File: src/rtl/counter.sv
// Loadable up/down counter with a programmable upper limit.
// Count saturates at 0 and at the limit; flags decode the registered state.
module counter #(
  parameter int WIDTH = 4
) (
  input  logic             clk,
  input  logic             reset_n,
  input  logic [WIDTH-1:0] count_to,
  input  logic             count_inc,
  input  logic             count_dec,
  input  logic             load_en,
  output logic             flag_count_max,
  output logic             flag_count_min
);

  logic [WIDTH-1:0] count_q;
  logic [WIDTH-1:0] count_d;
  logic [WIDTH-1:0] limit_q;
  logic [WIDTH-1:0] limit_d;
  logic             do_load;
  logic             do_inc;
  logic             do_dec;

  // Mutually exclusive command decode; load wins, inc+dec together is a hold.
  assign do_load = load_en;
  assign do_inc  = !load_en && count_inc && !count_dec;
  assign do_dec  = !load_en && count_dec && !count_inc;

  // Next-state: load clamps count into the new range, inc/dec saturate.
  always_comb begin
    count_d = count_q;
    limit_d = limit_q;
    unique case (1'b1)
      do_load: begin
        limit_d = count_to;
        if (count_q > count_to)
          count_d = count_to;
      end
      do_inc: begin
        if (count_q < limit_q)
          count_d = count_q + 1'b1;
      end
      do_dec: begin
        if (count_q != '0)
          count_d = count_q - 1'b1;
      end
      default: begin
      end
    endcase
  end

  // State registers; limit resets to all-ones so counting works unloaded.
  always_ff @(posedge clk or negedge reset_n) begin
    if (!reset_n) begin
      count_q <= '0;
      limit_q <= '1;
    end else begin
      count_q <= count_d;
      limit_q <= limit_d;
    end
  end

  // Flags are plain decodes of the registers, no extra stage.
  always_comb begin
    flag_count_max = (count_q == limit_q);
    flag_count_min = (count_q == '0);
  end

endmodule

File: config.mk
export PLATFORM = sky130hd
export DESIGN_NAME = counter
export DESIGN_NICKNAME = d
export VERILOG_FILES = /design/src/rtl/counter.sv
export SDC_FILE = /design/constraint.sdc
export NUM_CORES = 1
export LEC_CHECK = 0
export CORE_MARGIN = 2
export CORE_UTILIZATION = 51
export DETAILED_ROUTE_END_ITERATION = 7
export PLACE_DENSITY = 0.82
export SETUP_SLACK_MARGIN = 0.05
export SLEW_MARGIN = 0
export SYNTH_ARGS = -nofsm -noshare
export SYNTH_HDL_FRONTEND = slang
export SYNTH_SLANG_ARGS = --single-unit
File: constraint.sdc
create_clock -name clk -period 2.1 [get_ports clk]
set_input_delay 0.315 -clock clk [delete_from_list [all_inputs] [get_ports clk]]
set_output_delay 0.315 -clock clk [all_outputs]
set_load 0.02 [all_outputs]
; ---- Yosys cells after proc, flatten, opt, wreduce, memory -nomap -nowiden
; Index checks and enable logic that the tools add are counted.
; Widths: inputs -> output; s select.
[word_totals]
ff_bits = 8
in_bits = 9
out_inout_bits = 2
wordCells = 25
[op_classes]
addsub = 2
magnitude_cmp = 2
eq_ne = 4
muxes = 4
reduce_logical = 11
[ops]
columns = cell, n
row1 = $mux 4, 3
row2 = $pmux 4 s3, 1
row3 = $ne 2x1->1 const B, 3
row4 = $add 4x1->4 const B, 1
row5 = $eq 4x4->1, 1
row6 = $gt 4x4->1, 1
row7 = $logic_and 1x1->1, 4
row8 = $logic_not 4->1, 1
row9 = $lt 4x4->1, 1
row10 = $reduce_and 4->1, 1
row11 = $reduce_bool 4->1, 1
row12 = $sub 4x1->4 const B, 1
row13 = $logic_not 1->1, 3
row14 = $reduce_bool 3->1, 1

; ---- Logic depth before layout (Yosys ltp)
; Gate-level depths: netlist of run 1.
[logic_depth]
depth_word = 5
ltp_mapped = 7
ltp_nobuf = 7

; ---- Worst setup path before layout of run 1
; No wires, ideal clock.
[synth_path]
path_kind = register -> register
start = register limit_q[3]
end = register count_q[3]
setup_ps = 127
arrival_ps = 1780
required_ps = 1973
slack_ps = 194
stages_incl_launch_ff = 7
path_buffers = 0
period_less_slack_ps = 1906
cell_sequence = dfstp_2 -> inv_1 -> ha_1 -> or4b_1 -> o21ai_1 -> or2_0 -> o2bb2a_1
[synth_between]
elab_chain_cells = 3
[synth_lines]
columns = element, line
row1 = start: declaration, 18  ; logic [WIDTH-1:0] limit_q;
row2 = start signal: assignment, 59  ; limit_q <= limit_d;
row3 = $lt 4x4->1, 40  ; if (count_q < limit_q)
row4 = $ne 2x1->1 (no line), -
row5 = $reduce_and 4->1 (no line), -
row6 = end signal: assignment, 58  ; count_q <= count_d;
row7 = end: declaration, 16  ; logic [WIDTH-1:0] count_q;
; No other way between the ends.
; A chain may end at the register's enable or synchronous reset.

; ---- Final worst setup path of run 1
[layout_path]
start = register limit_q[2]
end = output flag_count_max
[layout_between]
elab_chain_cells = 1
[layout_lines]
columns = element, line
row1 = $eq 4x4->1, 65  ; flag_count_max = (count_q == limit_q);
row2 = end: declaration, 12  ; output logic flag_count_max,
; No other way between the ends.

==> results.toml, run 1 <==
[placement]
hpwl_um = 1350
io_buffers = 10
place_inst = 114
gp_congestion = 0.834

[cts]
cts_resized = 2
path_clk_slew_ns = 0.06
cts_htree_levels = 1
cts_tree = "done"
post-cts-setup-buffers = 0
clk_latency_ns = 0.26
clock_path_buffers = 2
cts_sinks = 8
cts_root_buf = "clkbuf_4"
cts_buffers = 3
ctsHoldBuffers = 0

[setup_path]
critPathMaxFanout = 2
cpPeakStageDelay_ns = 0.52
crit_chain = "inv_1 > ha_1 > and4_1 > dlygate4sd2_1"
crit_cells = 4
reg2reg_depth = 8
required_ns = 1.78
worstSetupStartpointType = "register"
timing.critical_path.buf_inv = 2
slowest_stage = "dfstp_2"
crit_path_end = "flag_count_max"
critPathCaptureType = "primary output"
critPathTopFamily = "flip-flops"
crit_type = "reg2out"
crit_start = "limit_q[2]$_DFFE_PN1P_"
r2r_setup_slack_ns = 0.18
timing.rr.end = "count_q[3]$_DFFE_PN0P_"
rr_startpoint = "limit_q[2]$_DFFE_PN1P_"
arrival_ns = 1.64

[final_layout]
stdcell_count = 118
antenna_cells = 0
fin_util = 0.739
syn2layout_area_growth_pct = 38.2
num-nets-final = 122
layout-drive-gt1-share = 0.272

[timing]
hold_viol_final = 0
final-setup-viol-count = 0
drv_slew = 0
post-route-period-util = 0.930
setup_tns_ns = 0
max_freq_mhz = 512
maxSlewHeadroom = 0.720
worst_pin_slew_ns = 0.419
skew_ns = 0.00660
rsz0062_at_grt = "false"
min_period_ns = 1.95
timing.hold.ws_ns = 0.354

[detailed_routing]
post-route-drc-count = 0
drt-pass1-iter-count = 4
via_per_inst = 5.94
first_iter_violations = 5
vias = 701
wl_um = 1780
wl_per_cell_um = 15.1
antenna_left = 0

[die]
initial_utilization = 0.535
io_pins = 11
fp.dieW_um = 40.5
fp.coreArea_um2 = 1270
rows = 13
die_h_um = 40.5
dieArea_um2 = 1640

[synth]
synth_seq_cells = 8
seq_area_frac_synth = 0.303
syn-instance-count = 76
synth_nets = 94
syn_area_per_cell_um2 = 8.92
synth.yosys.warnings = 0
ys_types = 30
synth_area_um2 = 678

[grt]
grt-ovfl-total = 0
grt_pass1_vias = 651
grt_max_degree = 11
track_usage = 0.253
antenna_found_initial = 0
grt_pass1_wl_um = 2660

[min_path]
hold_path_class = "in2async"

[power_and_ir_drop]
p_leak_nw = 0.430
ir_drop_uv = 630
total_power_mw = 0.930
power.density_nw_per_um2 = 993

[outcome]
status = "finished clean"

[flow_run]
max_cap_violations = 0
registers in the layout, indices dropped and copies added (netlist names):
register and flops:
count_q 4, limit_q 4
synthesized netlist by cell type:
cell type / instances / area (µm²)
buf_2: 1 / 5.00
mux2_2: 2 / 22.5
nand2_1: 6 / 22.5
a21oi_1: 6 / 30.0
and4_1: 1 / 8.76
o22ai_1: 1 / 6.26
ha_1: 9 / 113
nand4_1: 1 / 6.26
o21ai_1: 1 / 5.00
nor3b_1: 1 / 7.51
dfrtp_1: 4 / 100
o32a_1: 1 / 10.0
nor2b_1: 1 / 6.26
o32ai_1: 1 / 8.76
or4b_1: 2 / 20.0
dfstp_2: 4 / 105
nor4_2: 1 / 12.5
o2bb2a_1: 1 / 10.0
or2_0: 1 / 6.26
inv_1: 8 / 30.0
a221oi_1: 1 / 8.76
o211ai_1: 1 / 7.51
nor2_1: 4 / 15.0
nand3_1: 1 / 5.00
mux2i_1: 2 / 20.0
a2bb2oi_1: 2 / 17.5
xor2_1: 1 / 8.76
o21ai_0: 5 / 25.0
nor3_1: 2 / 10.0
nand2b_1: 4 / 25.0
cells in the final DEF (no fill, tap or decap), drive strengths merged, types with 4 or more instances in the layout:
| cell type | count |
|---|---|
| clkbuf | 4 |
| buf | 14 |
| inv | 8 |
| nand2b | 4 |
| dfstp | 4 |
| nand2 | 6 |
| a21oi | 6 |
| clkdlybuf4s50 | 8 |
| nor2 | 4 |
| dfrtp | 4 |
| o21ai | 6 |
| ha | 9 |
report_power, final:
part / switching [mW] / internal [mW] / total, mW / leakage, nW
combinational: 0.264 / 0.260 / 0.524 / 0.329
sequential: 0.0684 / 0.205 / 0.273 / 0.0865
clock: 0.0600 / 0.0731 / 0.133 / 0.0150
total: 0.392 / 0.538 / 0.930 / 0.430
how the worst min path moves through the flow:
stage,start,endpoint,slack [ns],cells after the start
2_1_floorplan,reset_n,count_q[0]$_DFFE_PN0P_,0.02,0
3_3_place_gp,limit_q[3]$_DFFE_PN1P_,limit_q[3]$_DFFE_PN1P_,0.49,2
3_5_place_dp,limit_q[3]$_DFFE_PN1P_,limit_q[3]$_DFFE_PN1P_,0.50,2
4_1_cts,reset_n,count_q[1]$_DFFE_PN0P_,0.34,1
5_1_grt,reset_n,count_q[2]$_DFFE_PN0P_,0.36,1
6_report,reset_n,count_q[2]$_DFFE_PN0P_,0.35,1
layer usage:
layer / GRT usage / part of all wire
met1: 0.283 / 0.45
met4: 0.133 / 0.0034
met5: 0 / 0
met2: 0.452 / 0.53
met3: 0.0389 / 0.022
final cells by class:
class | instances | area, µm²
timing repair buffer | 24 | 203
clock buffer | 4 | 26.3
tap | 15 | 18.8
sequential | 8 | 205
fill | 111 | 332
multi-input combinational | 59 | 454
inverter | 8 | 30.0
stage by stage:
| stage | instance area, µm² | setup WS (ns) |
|---|---|---|
| after floorplan | 678 | 0.194 |
| after global placement | 897 | -0.0756 |
| after detailed placement | 897 | -0.185 |
| after CTS | 921 | 0.0757 |
| after global routing | 937 | 0.0444 |
| final | 937 | 0.147 |
cells by family (layout without fill, tap and decap cells):
kind of cell	count (synthesis)	in the layout	share of synthesized area
muxes	4	4	0.0627
xor gates and xnor gates	1	1	0.0129
buffers and inverters	9	36	0.0517
DFF	8	8	0.303
and+or+nand+nor	25	25	0.214
AOI/OAI and AO/OA	20	20	0.190
adders and majority gates	9	9	0.166
(Power assumes the default switching activity.)
==> run 2, diff against run 1 <==
Settings changed: CORE_AREA set to 2 2 39 41, CORE_MARGIN 2 to unset, CORE_UTILIZATION 51 to unset, DIE_AREA set to 0 0 41 43, DONT_BUFFER_PORTS set to 1, GPL_TIMING_DRIVEN set to 0, PLACE_DENSITY 0.82 to 0.71.
==> run 2 against run 1 <==
- final area decreased by 19%
- sequential share of layout area increased by 5.2 points
- non-clock buffer count decreased by 22
==> results.toml, run 2 (synthesis results as in run 1) <==
[final_layout]
final_common_cell = "ha_1"
num-nets-final = 100
layout-drive-gt1-share = 0.160
antenna_cells = 0
syn2layout_area_growth_pct = 11.8
seqCellArea_um2 = 205
reg_top3 = "count_q (4), limit_q (4)"
layout_common_cells = "ha_1 (9), inv_1 (8), nand2_1 (6)"
fillers = 130
stdcell_count = 97
multiInputGateArea_um2 = 462

[setup_path]
rr_startpoint = "limit_q[3]$_DFFE_PN1P_"
required_ns = 2.25
r2r_setup_slack_ns = 0.14
critPathMaxFanout = 6
reg2reg_depth = 6
timing.rr.end = "count_q[3]$_DFFE_PN0P_"
crit_type = "reg2reg"
critPathCaptureType = "register"
worstSetupStartpointType = "register"
arrival_ns = 2.10

[placement]
hpwl_um = 1050
io_buffers = 0
gp_congestion = 0.769
place_inst = 92

[cts]
post-cts-setup-buffers = 0
cts_htree_levels = 1
cts_sinks = 8
clock_path_buffers = 2
clk_latency_ns = 0.26
path_clk_slew_ns = 0.06
cts_tree = "done"
cts_root_buf = "clkbuf_4"
cts_buffers = 3

[timing]
drv_slew = 0
min_period_ns = 1.96
rsz0062_at_grt = "false"
setup_tns_ns = 0
max_freq_mhz = 511
hold_viol_final = 0
skew_ns = 0.00912
final-setup-viol-count = 0
post-route-period-util = 0.932
maxSlewHeadroom = 0.637
worst_pin_slew_ns = 0.545

[grt]
grt-ovfl-total = 0
track_usage = 0.190
antenna_found_initial = 0
grt_pass1_vias = 534
grt_max_degree = 11
grt_pass1_wl_um = 2230

[power_and_ir_drop]
switchingPower_mw = 0.364
power.density_nw_per_um2 = 1100
ir_drop_uv = 528
p_leak_nw = 0.324
p_int_mw = 0.473
p_sw_frac = 0.435
combPwrFrac = 0.482
seqPwrFrac = 0.361
pwr-share-clk = 0.157

[detailed_routing]
drt-pass1-iter-count = 5
wl_um = 1450
post-route-drc-count = 0
wl_per_cell_um = 15.0
vias = 592
via_per_inst = 6.10
antenna_left = 0
first_iter_violations = 17

[die]
initial_utilization = 0.490
die_h_um = 43
dieArea_um2 = 1760
fp.coreArea_um2 = 1380
rows = 14
fp.dieW_um = 41
io_pins = 11

[min_path]
min-delay-start = "count_to[2]"
hold_end = "limit_q[2]$_DFFE_PN1P_"
whs_path_depth = 2
hold_path_class = "in2reg"

[outcome]
status = "finished clean"

[flow_run]
max_cap_violations = 0
run 2: cell types whose count changed in the layout (fill, tap and decap cells not counted), sizes merged:
cell / change
buf: -13
dlygate4sd3: +1
clkdlybuf4s50: -8
dlygate4sd2: -2
run 2: worst max-delay path, cell delays in order (launching register included):
cell and delay [ns]:
dfstp_2 0.51, inv_1 0.05, ha_1 0.18, or4b_1 0.52, o21ai_4 0.22, or2_0 0.16, o2bb2a_1 0.21
run 2: final cells by class:
class	instances	share of cell area
Tap cell	16	0.0264
Multi-Input combinational cell	59	0.609
Clock buffer	4	0.0347
Sequential cell	8	0.271
Inverter	8	0.0396
Timing Repair Buffer	1	0.0132
Buffer	1	0.00660
run 2: metal layers:
layer,wire length (µm),global-route usage,up-vias
li1,-,-,290
met1,693,0.236,281
met2,676,0.288,19
met3,62,0.0471,2
met4,19,0.100,0
met5,0,0,-
run 2: power groups by stage:
stage	combinational (mW)	clock (mW)	sequential (mW)
finish	0.404	0.131	0.303
global route	0.461	0.145	0.314
CTS	0.398	0.135	0.303
detailed placement	0.379	0	0.293
global placement	0.366	0	0.292
floorplan	0.317	0	0.266
run 2: how the worst max path moves through the flow:
stage                                       from                     end  slack [ns]  depth (start not counted)
after floorplan           limit_q[3]$_DFFE_PN1P_  count_q[3]$_DFFE_PN0P_        0.19                          6
after global placement    limit_q[3]$_DFFE_PN1P_  count_q[3]$_DFFE_PN0P_        0.02                          6
after detailed placement  limit_q[3]$_DFFE_PN1P_  count_q[3]$_DFFE_PN0P_       0.009                          6
after CTS                 limit_q[3]$_DFFE_PN1P_  count_q[3]$_DFFE_PN0P_        0.12                          6
after global routing      count_q[1]$_DFFE_PN0P_  count_q[0]$_DFFE_PN0P_        0.06                          6
final                     limit_q[3]$_DFFE_PN1P_  count_q[3]$_DFFE_PN0P_        0.14                          6
run 2: repair_timing:
item / 4_1_cts / 5_1_grt
endpoints found under the hold margin: 8 / 0
endpoints found under the setup margin: 1 / 1
gates resized for setup: 3 / 1
hold buffers: 1 / 0
run 2: stage by stage:
step	power, mW	hold WS (ns)	area [µm²]	utilization	worst slack (ns)
2_1_floorplan	0.583	0.0194	678	-	0.194
3_3_place_gp	0.658	0.0196	698	0.505	0.0230
3_5_place_dp	0.672	0.0196	698	0.505	0.00948
4_1_cts	0.836	0.172	751	0.542	0.118
5_1_grt	0.920	0.177	758	0.548	0.0578
6_report	0.838	0.178	758	0.548	0.142
